[src/rtl/ifetch_pkg.sv]
// Shared types and constants for the instruction-fetch sequencer.
// The IFETCH_ALIGN_CHECK_EN build option is consumed in ifetch_unit.sv.
package ifetch_pkg;

  typedef enum logic [1:0] {
    IDLE = 2'd0,
    REQ  = 2'd1,
    HOLD = 2'd2,
    DROP = 2'd3
  } state_t;

  localparam logic [31:0] NOP_WORD = 32'h0000_0000;

  function automatic logic misaligned(input logic [1:0] lsb);
    return (lsb != 2'b00);
  endfunction

endpackage

[src/rtl/ifetch_unit.sv]
// Fetch sequencer: one req/ack memory transaction at a time, holds the word for the decoder.
// Build option IFETCH_ALIGN_CHECK_EN turns misaligned fetch addresses into faulting nops.
module ifetch_unit
  import ifetch_pkg::*;
#(
  parameter int AW = 32,
  parameter int DW = 32
) (
  input  logic          clk,
  input  logic          rst,
  input  logic [AW-1:0] pc,
  input  logic [AW-1:0] npc,
  input  logic          flush,
  output logic          imem_req,
  output logic [AW-1:0] imem_addr,
  input  logic          imem_ack,
  input  logic [DW-1:0] imem_rdata,
  output logic          instr_valid,
  input  logic          instr_ready,
  output logic [DW-1:0] instr,
  output logic [AW-1:0] instr_pc,
  output logic          instr_fault,
  output logic          pc_en
);

  state_t        state_r;
  state_t        state_nxt_s;
  logic [AW-1:0] req_addr_r;
  logic [AW-1:0] req_addr_nxt_s;
  logic [DW-1:0] instr_nxt_s;
  logic [AW-1:0] instr_pc_nxt_s;
  logic          fault_nxt_s;

  assign imem_addr = req_addr_r;
  // The PC register advances only when the held word is really consumed.
  assign pc_en     = instr_valid & instr_ready & ~flush;

  // Next-state and next-register values for the fetch FSM.
  always_comb begin
    state_nxt_s    = state_r;
    req_addr_nxt_s = req_addr_r;
    instr_nxt_s    = instr;
    instr_pc_nxt_s = instr_pc;
    fault_nxt_s    = instr_fault;
    case (state_r)
      IDLE: begin
        req_addr_nxt_s = pc;
`ifdef IFETCH_ALIGN_CHECK_EN
        if (misaligned(pc[1:0])) begin
          state_nxt_s    = HOLD;
          instr_nxt_s    = DW'(NOP_WORD);
          instr_pc_nxt_s = pc;
          fault_nxt_s    = 1'b1;
        end else begin
          state_nxt_s = REQ;
        end
`else
        state_nxt_s = REQ;
`endif
      end
      REQ: begin
        if (imem_ack && !flush) begin
          state_nxt_s    = HOLD;
          instr_nxt_s    = imem_rdata;
          instr_pc_nxt_s = req_addr_r;
        end else if (imem_ack) begin
          state_nxt_s = IDLE;
        end else if (flush) begin
          // Response still owed by memory; swallow it before refetching.
          state_nxt_s = DROP;
        end else begin
          state_nxt_s = REQ;
        end
      end
      HOLD: begin
        if (flush) begin
          state_nxt_s = IDLE;
          fault_nxt_s = 1'b0;
        end else if (instr_ready) begin
          state_nxt_s    = REQ;
          req_addr_nxt_s = npc;
          fault_nxt_s    = 1'b0;
`ifdef IFETCH_ALIGN_CHECK_EN
          if (misaligned(npc[1:0])) begin
            state_nxt_s    = HOLD;
            instr_nxt_s    = DW'(NOP_WORD);
            instr_pc_nxt_s = npc;
            fault_nxt_s    = 1'b1;
          end else begin
            state_nxt_s = REQ;
          end
`endif
        end else begin
          state_nxt_s = HOLD;
        end
      end
      DROP: begin
        if (imem_ack) begin
          state_nxt_s = IDLE;
        end else begin
          state_nxt_s = DROP;
        end
      end
      default: begin
        state_nxt_s = IDLE;
      end
    endcase
  end

  // State, address and held-instruction registers; handshake outputs decoded from next state.
  always_ff @(posedge clk) begin
    if (rst) begin
      state_r     <= IDLE;
      req_addr_r  <= {AW{1'b0}};
      instr       <= {DW{1'b0}};
      instr_pc    <= {AW{1'b0}};
      instr_fault <= 1'b0;
      imem_req    <= 1'b0;
      instr_valid <= 1'b0;
    end else begin
      state_r     <= state_nxt_s;
      req_addr_r  <= req_addr_nxt_s;
      instr       <= instr_nxt_s;
      instr_pc    <= instr_pc_nxt_s;
      instr_fault <= fault_nxt_s;
      imem_req    <= (state_nxt_s == REQ);
      instr_valid <= (state_nxt_s == HOLD);
    end
  end

endmodule

[config.mk]
export PLATFORM = sky130hd
export DESIGN_NAME = ifetch_unit
export DESIGN_NICKNAME = d
export VERILOG_FILES = /design/src/rtl/ifetch_pkg.sv /design/src/rtl/ifetch_unit.sv
export SDC_FILE = /design/constraint.sdc
export NUM_CORES = 1
export LEC_CHECK = 0
export ABC_AREA = 0
export BUFFER_PORTS_ARGS = -buffer_cell sky130_fd_sc_hd__buf_2
export CAP_MARGIN = 10
export CORE_UTILIZATION = 51
export CTS_CLUSTER_DIAMETER = 120
export DETAILED_ROUTE_END_ITERATION = 10
export GPL_TIMING_DRIVEN = 0
export PLACE_DENSITY = 0.95
export RECOVER_POWER = 25
export SYNTH_ARGS = -nofsm -noshare
export SYNTH_HDL_FRONTEND = slang
export SYNTH_SLANG_ARGS = --single-unit
[constraint.sdc]
create_clock -name clk -period 3.85 [get_ports clk]
set_input_delay 0.9625 -clock clk [delete_from_list [all_inputs] [get_ports clk]]
set_output_delay 0.9625 -clock clk [all_outputs]
set_load 0.03 [all_outputs]
# Word level (Yosys, flattened, before mapping)
# Index checks and enable logic that the tools add are counted.
[op_classes]
eq_ne = 7
mux = 12
bitwise_logic = 3
n_reduce_logical = 8
[ops]
columns = ["op", "count"]
rows = [
  ["32-bit 2-to-1 mux", 2],
  ["32-bit case mux with 2 select lines", 1],
  ["2-bit 2-to-1 mux", 6],
  ["2-bit case mux with 4 select lines", 1],
  ["2-bit == test (second input constant)", 3],
  ["2-bit by 1-bit == test with 1-bit output (second input constant)", 2],
  ["2-bit inequality test (second input constant)", 2],
  ["2-bit AND reduction", 2],
  ["2-bit nonzero test", 2],
  ["3-bit AND reduction", 1],
  ["1-bit bitwise AND", 2],
  ["2-bit zero test", 1],
  ["1-bit 2-to-1 mux", 2],
  ["1-bit logical AND", 1],
  ["1-bit zero test", 1],
  ["1-bit inverter", 1],
]
[word_totals]
regBits = 101
in_bits = 101
output_inout_bits = 100

# Longest topological paths before layout
[depth]
word_depth = 5
depth_mapped = 7
mapped_depth_nobuf = 5

# Least setup slack after synthesis
# Ideal clock, no wire load.
[synth_timing]
kind = "input port to output port"
startpoint = "input flush"
endpoint = "output pc_en"
arrival_ps = 1325
setup_slack_ps = 1563
path_stages = 2
n_path_buf = 0
cell_sequence = "inv_1 > and3_1"
[synth_via]
elab_chain_len = 2
[synth_rtl]
columns = ["item", "line_no", "rtl"]
rows = [
  ["start: declaration", "ifetch_unit.sv:13", "input logic flush,"],
  ["1-bit inverter", "ifetch_unit.sv:36", "assign pc_en = instr_valid & instr_ready & ~flush;"],
  ["1-bit bitwise AND", "ifetch_unit.sv:36", ""],
  ["end: declaration", "ifetch_unit.sv:23", "output logic pc_en"],
]
# No other way between the ends.

# Worst setup path after layout
# Ends and elaborated chain as after synthesis.

==> impl_metrics.env <==
export IMPL_p_sw_frac=0.336
export IMPL_hold_path_depth=2
export IMPL_hold_viol_final=0
export IMPL_fin_crit_sh=0.641
export IMPL_r2r_slack_ns=2.19
export IMPL_vdd_drop_max_v=0.000278
export IMPL_drive_above_1_share=0.317
export IMPL_overflow=0
export IMPL_max_cap_violations=0
export IMPL_fin_nets=801
export IMPL_drt_pass1_iterations=4
export IMPL_startpoint_type="primary input"
export IMPL_power_leakage_nw=2.42
export IMPL_drv_slew=0
export IMPL_whs_endpoint="instr[11]"
export IMPL_worst_slack_ns=1.38
export IMPL_viasPerCell=5.27
export IMPL_dp_slack_ns=1.18
export IMPL_die_w_um=95.6
export IMPL_ys_seq_area_frac=0.448
export IMPL_worstSetupPathType="primary input to primary output"
export IMPL_pin_count=201
export IMPL_hp_class="flop to flop"
export IMPL_syn_num_nets=592
export IMPL_max_freq_ghz=0.405
export IMPL_postCtsSetupRepairBufs=0
export IMPL_cts_tree="built"
export IMPL_fin_skew_ns=0.0127
export IMPL_timing_setup_tns_ns=0
export IMPL_io_buffers=198
export IMPL_grt_pass1_vias=4054
export IMPL_first_iter_violations=108
export IMPL_p_sw_uw=787
export IMPL_synth_seq_cells=100
export IMPL_grt_max_degree=19
export IMPL_hold_path_startpoint="instr[11]"
export IMPL_cts_max_level=3
export IMPL_yosysUniqueCellTypes=30
export IMPL_period_minus_slack_ns=2.47
export IMPL_gp_congestion=0.802
export IMPL_fp_coreArea_mm2=0.00834
export IMPL_path_max_fanout=4
export IMPL_cts_resized=0
export IMPL_clkTransAtPathRegs_ns=0.11
export IMPL_dieHeight_um=95.6
export IMPL_cts_sinks=100
export IMPL_ctsHoldBuffers=0
export IMPL_finalSetupViolCount=0
export IMPL_power_density_mw_per_mm2=409
export IMPL_ant_nets=0
export IMPL_root_buffer="clkbuf_8"
export IMPL_clkLatencyLatePin_ns=0.36
export IMPL_grt_pass1_wl_um=18500
export IMPL_avgSynthCellArea_um2=9.12
export IMPL_area_growth_pct=27.9
export IMPL_cts_buffers=9
export IMPL_antenna_found_initial=0
export IMPL_outcome="complete, no violations"
export IMPL_tightest_slew_ns=0.739
export IMPL_num_antenna_cells=0
export IMPL_rsz0062_at_grt="false"
export IMPL_p_clk_frac=0.270
export IMPL_pwr_share_comb=0.236
export IMPL_reg2reg_from="state_r[0]"
export IMPL_vias=4260
export IMPL_initial_core_util=0.536
export IMPL_worstReg2RegEnd="instr_pc[21]"
export IMPL_synth_cells=490
export IMPL_syn_area_mm2=0.00447
export IMPL_dpl_hpwl_um=9110
export IMPL_dieArea_mm2=0.00914
export IMPL_yosysWarningCount=0
export IMPL_max_slew_margin=0.507
export IMPL_totalWireLength_um=12200
export IMPL_arrival_ns=1.50
export IMPL_rows=33
export IMPL_required_ns=2.89
export IMPL_intPower_mw=1.55
export IMPL_reg2reg_depth=6
export IMPL_grt_use_total=0.258
export IMPL_clockBufferDepth=2
export IMPL_seqPwrFrac=0.495
export IMPL_routedWlPerCell_um=15.0
export IMPL_drc=0
export IMPL_final_util=0.686
export IMPL_cp_end_kind="primary output"
==> final cells by class <==
cell class	instances	area, µm²
tap	105	131
sequential	100	2000
fill	695	2620
inverter	2	7.51
buffer	44	231
multi-input combinational	344	2230
timing repair buffer	198	937
clock inverter	7	58.8
clock buffer	9	124
==> critical path: stages <==
cell and delay (ns):
clkbuf_1 0.14, inv_1 0.08, and3_1 0.14, buf_2 0.18
==> power groups by stage <==
stage	clock network [mW]	logic (mW)	registers [mW]
3_3_place_gp	0	0.541	1.17
4_1_cts	0.638	0.558	1.16
3_5_place_dp	0	0.557	1.18
6_report	0.631	0.551	1.16
2_1_floorplan	0	0.259	1.29
5_1_grt	0.679	0.592	1.17
==> kinds of logic (layout without fill, tap and decap cells) <==
family	after synthesis	in the layout	synth area share
compound gates	103	103	0.186
flops	100	100	0.448
simple gates	207	207	0.238
buf+inv	46	260	0.0535
fa+ha+maj	1	1	0.00280
mux	32	32	0.0716
other cells	1	1	0.000839
==> stage by stage <==
step / cells / hold WS, ns / area, µm² / total power, mW
6_report: 809 / 0.458 / 5720 / 2.34
3_5_place_dp: 793 / 0.443 / 5590 / 1.74
2_1_floorplan: 490 / 0.580 / 4470 / 1.55
4_1_cts: 809 / 0.458 / 5780 / 2.35
3_3_place_gp: 793 / 0.439 / 5590 / 1.71
5_1_grt: 809 / 0.477 / 5720 / 2.44
==> synth_stat cells <==
library cell / n / area (µm²)
nand2_1: 129 / 484
nand2b_2: 1 / 8.76
and3_1: 1 / 6.26
o21ai_1: 1 / 5.00
nand3b_1: 2 / 15.0
mux2i_1: 32 / 320
nand2b_1: 1 / 6.26
nor2b_1: 33 / 206
nor3_1: 2 / 10.0
a21oi_1: 66 / 330
buf_4: 1 / 7.51
a21o_1: 1 / 7.51
a2111oi_0: 4 / 35.0
o21a_1: 1 / 7.51
a2111oi_2: 29 / 435
or3b_1: 1 / 8.76
dfxtp_1: 100 / 2000
buf_2: 17 / 85.1
o311a_1: 1 / 10.0
or4b_1: 1 / 10.0
clkbuf_1: 22 / 82.6
nor2b_2: 1 / 8.76
inv_1: 2 / 7.51
and3b_1: 33 / 289
buf_8: 3 / 45.0
conb_1: 1 / 3.75
buf_6: 1 / 11.3
nand3_1: 1 / 5.00
ha_1: 1 / 12.5
nor2_1: 1 / 3.75
==> state kept, by name, indices dropped and copies added (netlist names) <==
| signal | cells |
|---|---|
| instr_pc | 32 |
| instr_valid | 1 |
| state_r | 2 |
| imem_req | 1 |
| imem_addr | 32 |
| instr | 32 |
==> how the worst max path moves through the flow <==
stage,startpoint,end,slack (ns),cells past startpoint
final,flush,pc_en,1.38,4
after detailed placement,rst,instr_pc[21],1.18,4
after floorplan,flush,pc_en,1.56,2
after global routing,flush,pc_en,1.35,4
after global placement,rst,instr_pc[28],1.28,4
after CTS,flush,pc_en,1.39,4
==> per-layer routing <==
metal / global-route usage / vias up / wire [µm]
met2: 0.470 / 138 / 6220
met4: 0.0908 / 0 / 131
met5: 0 / - / 0
met3: 0.0343 / 16 / 572
met1: 0.309 / 1989 / 5250
li1: - / 2117 / -
==> layout by cell type, fill, tap and decap left out, types with 2 or more instances in the layout <==
cell type  count
a2111oi_2     29
nor2b_1       33
inv_1          2
clkbuf_8       9
a21oi_1       66
nand2_1      129
mux2i_1       32
and3b_1       33
nand3b_1       2
inv_6          2
buf_2        172
buf_8          3
a2111oi_0      4
nor3_1         2
clkbuf_1      65
clkinv_4       2
nand2b_1       2
dfxtp_1      100
No activity file was read; power rests on OpenSTA's default activity.
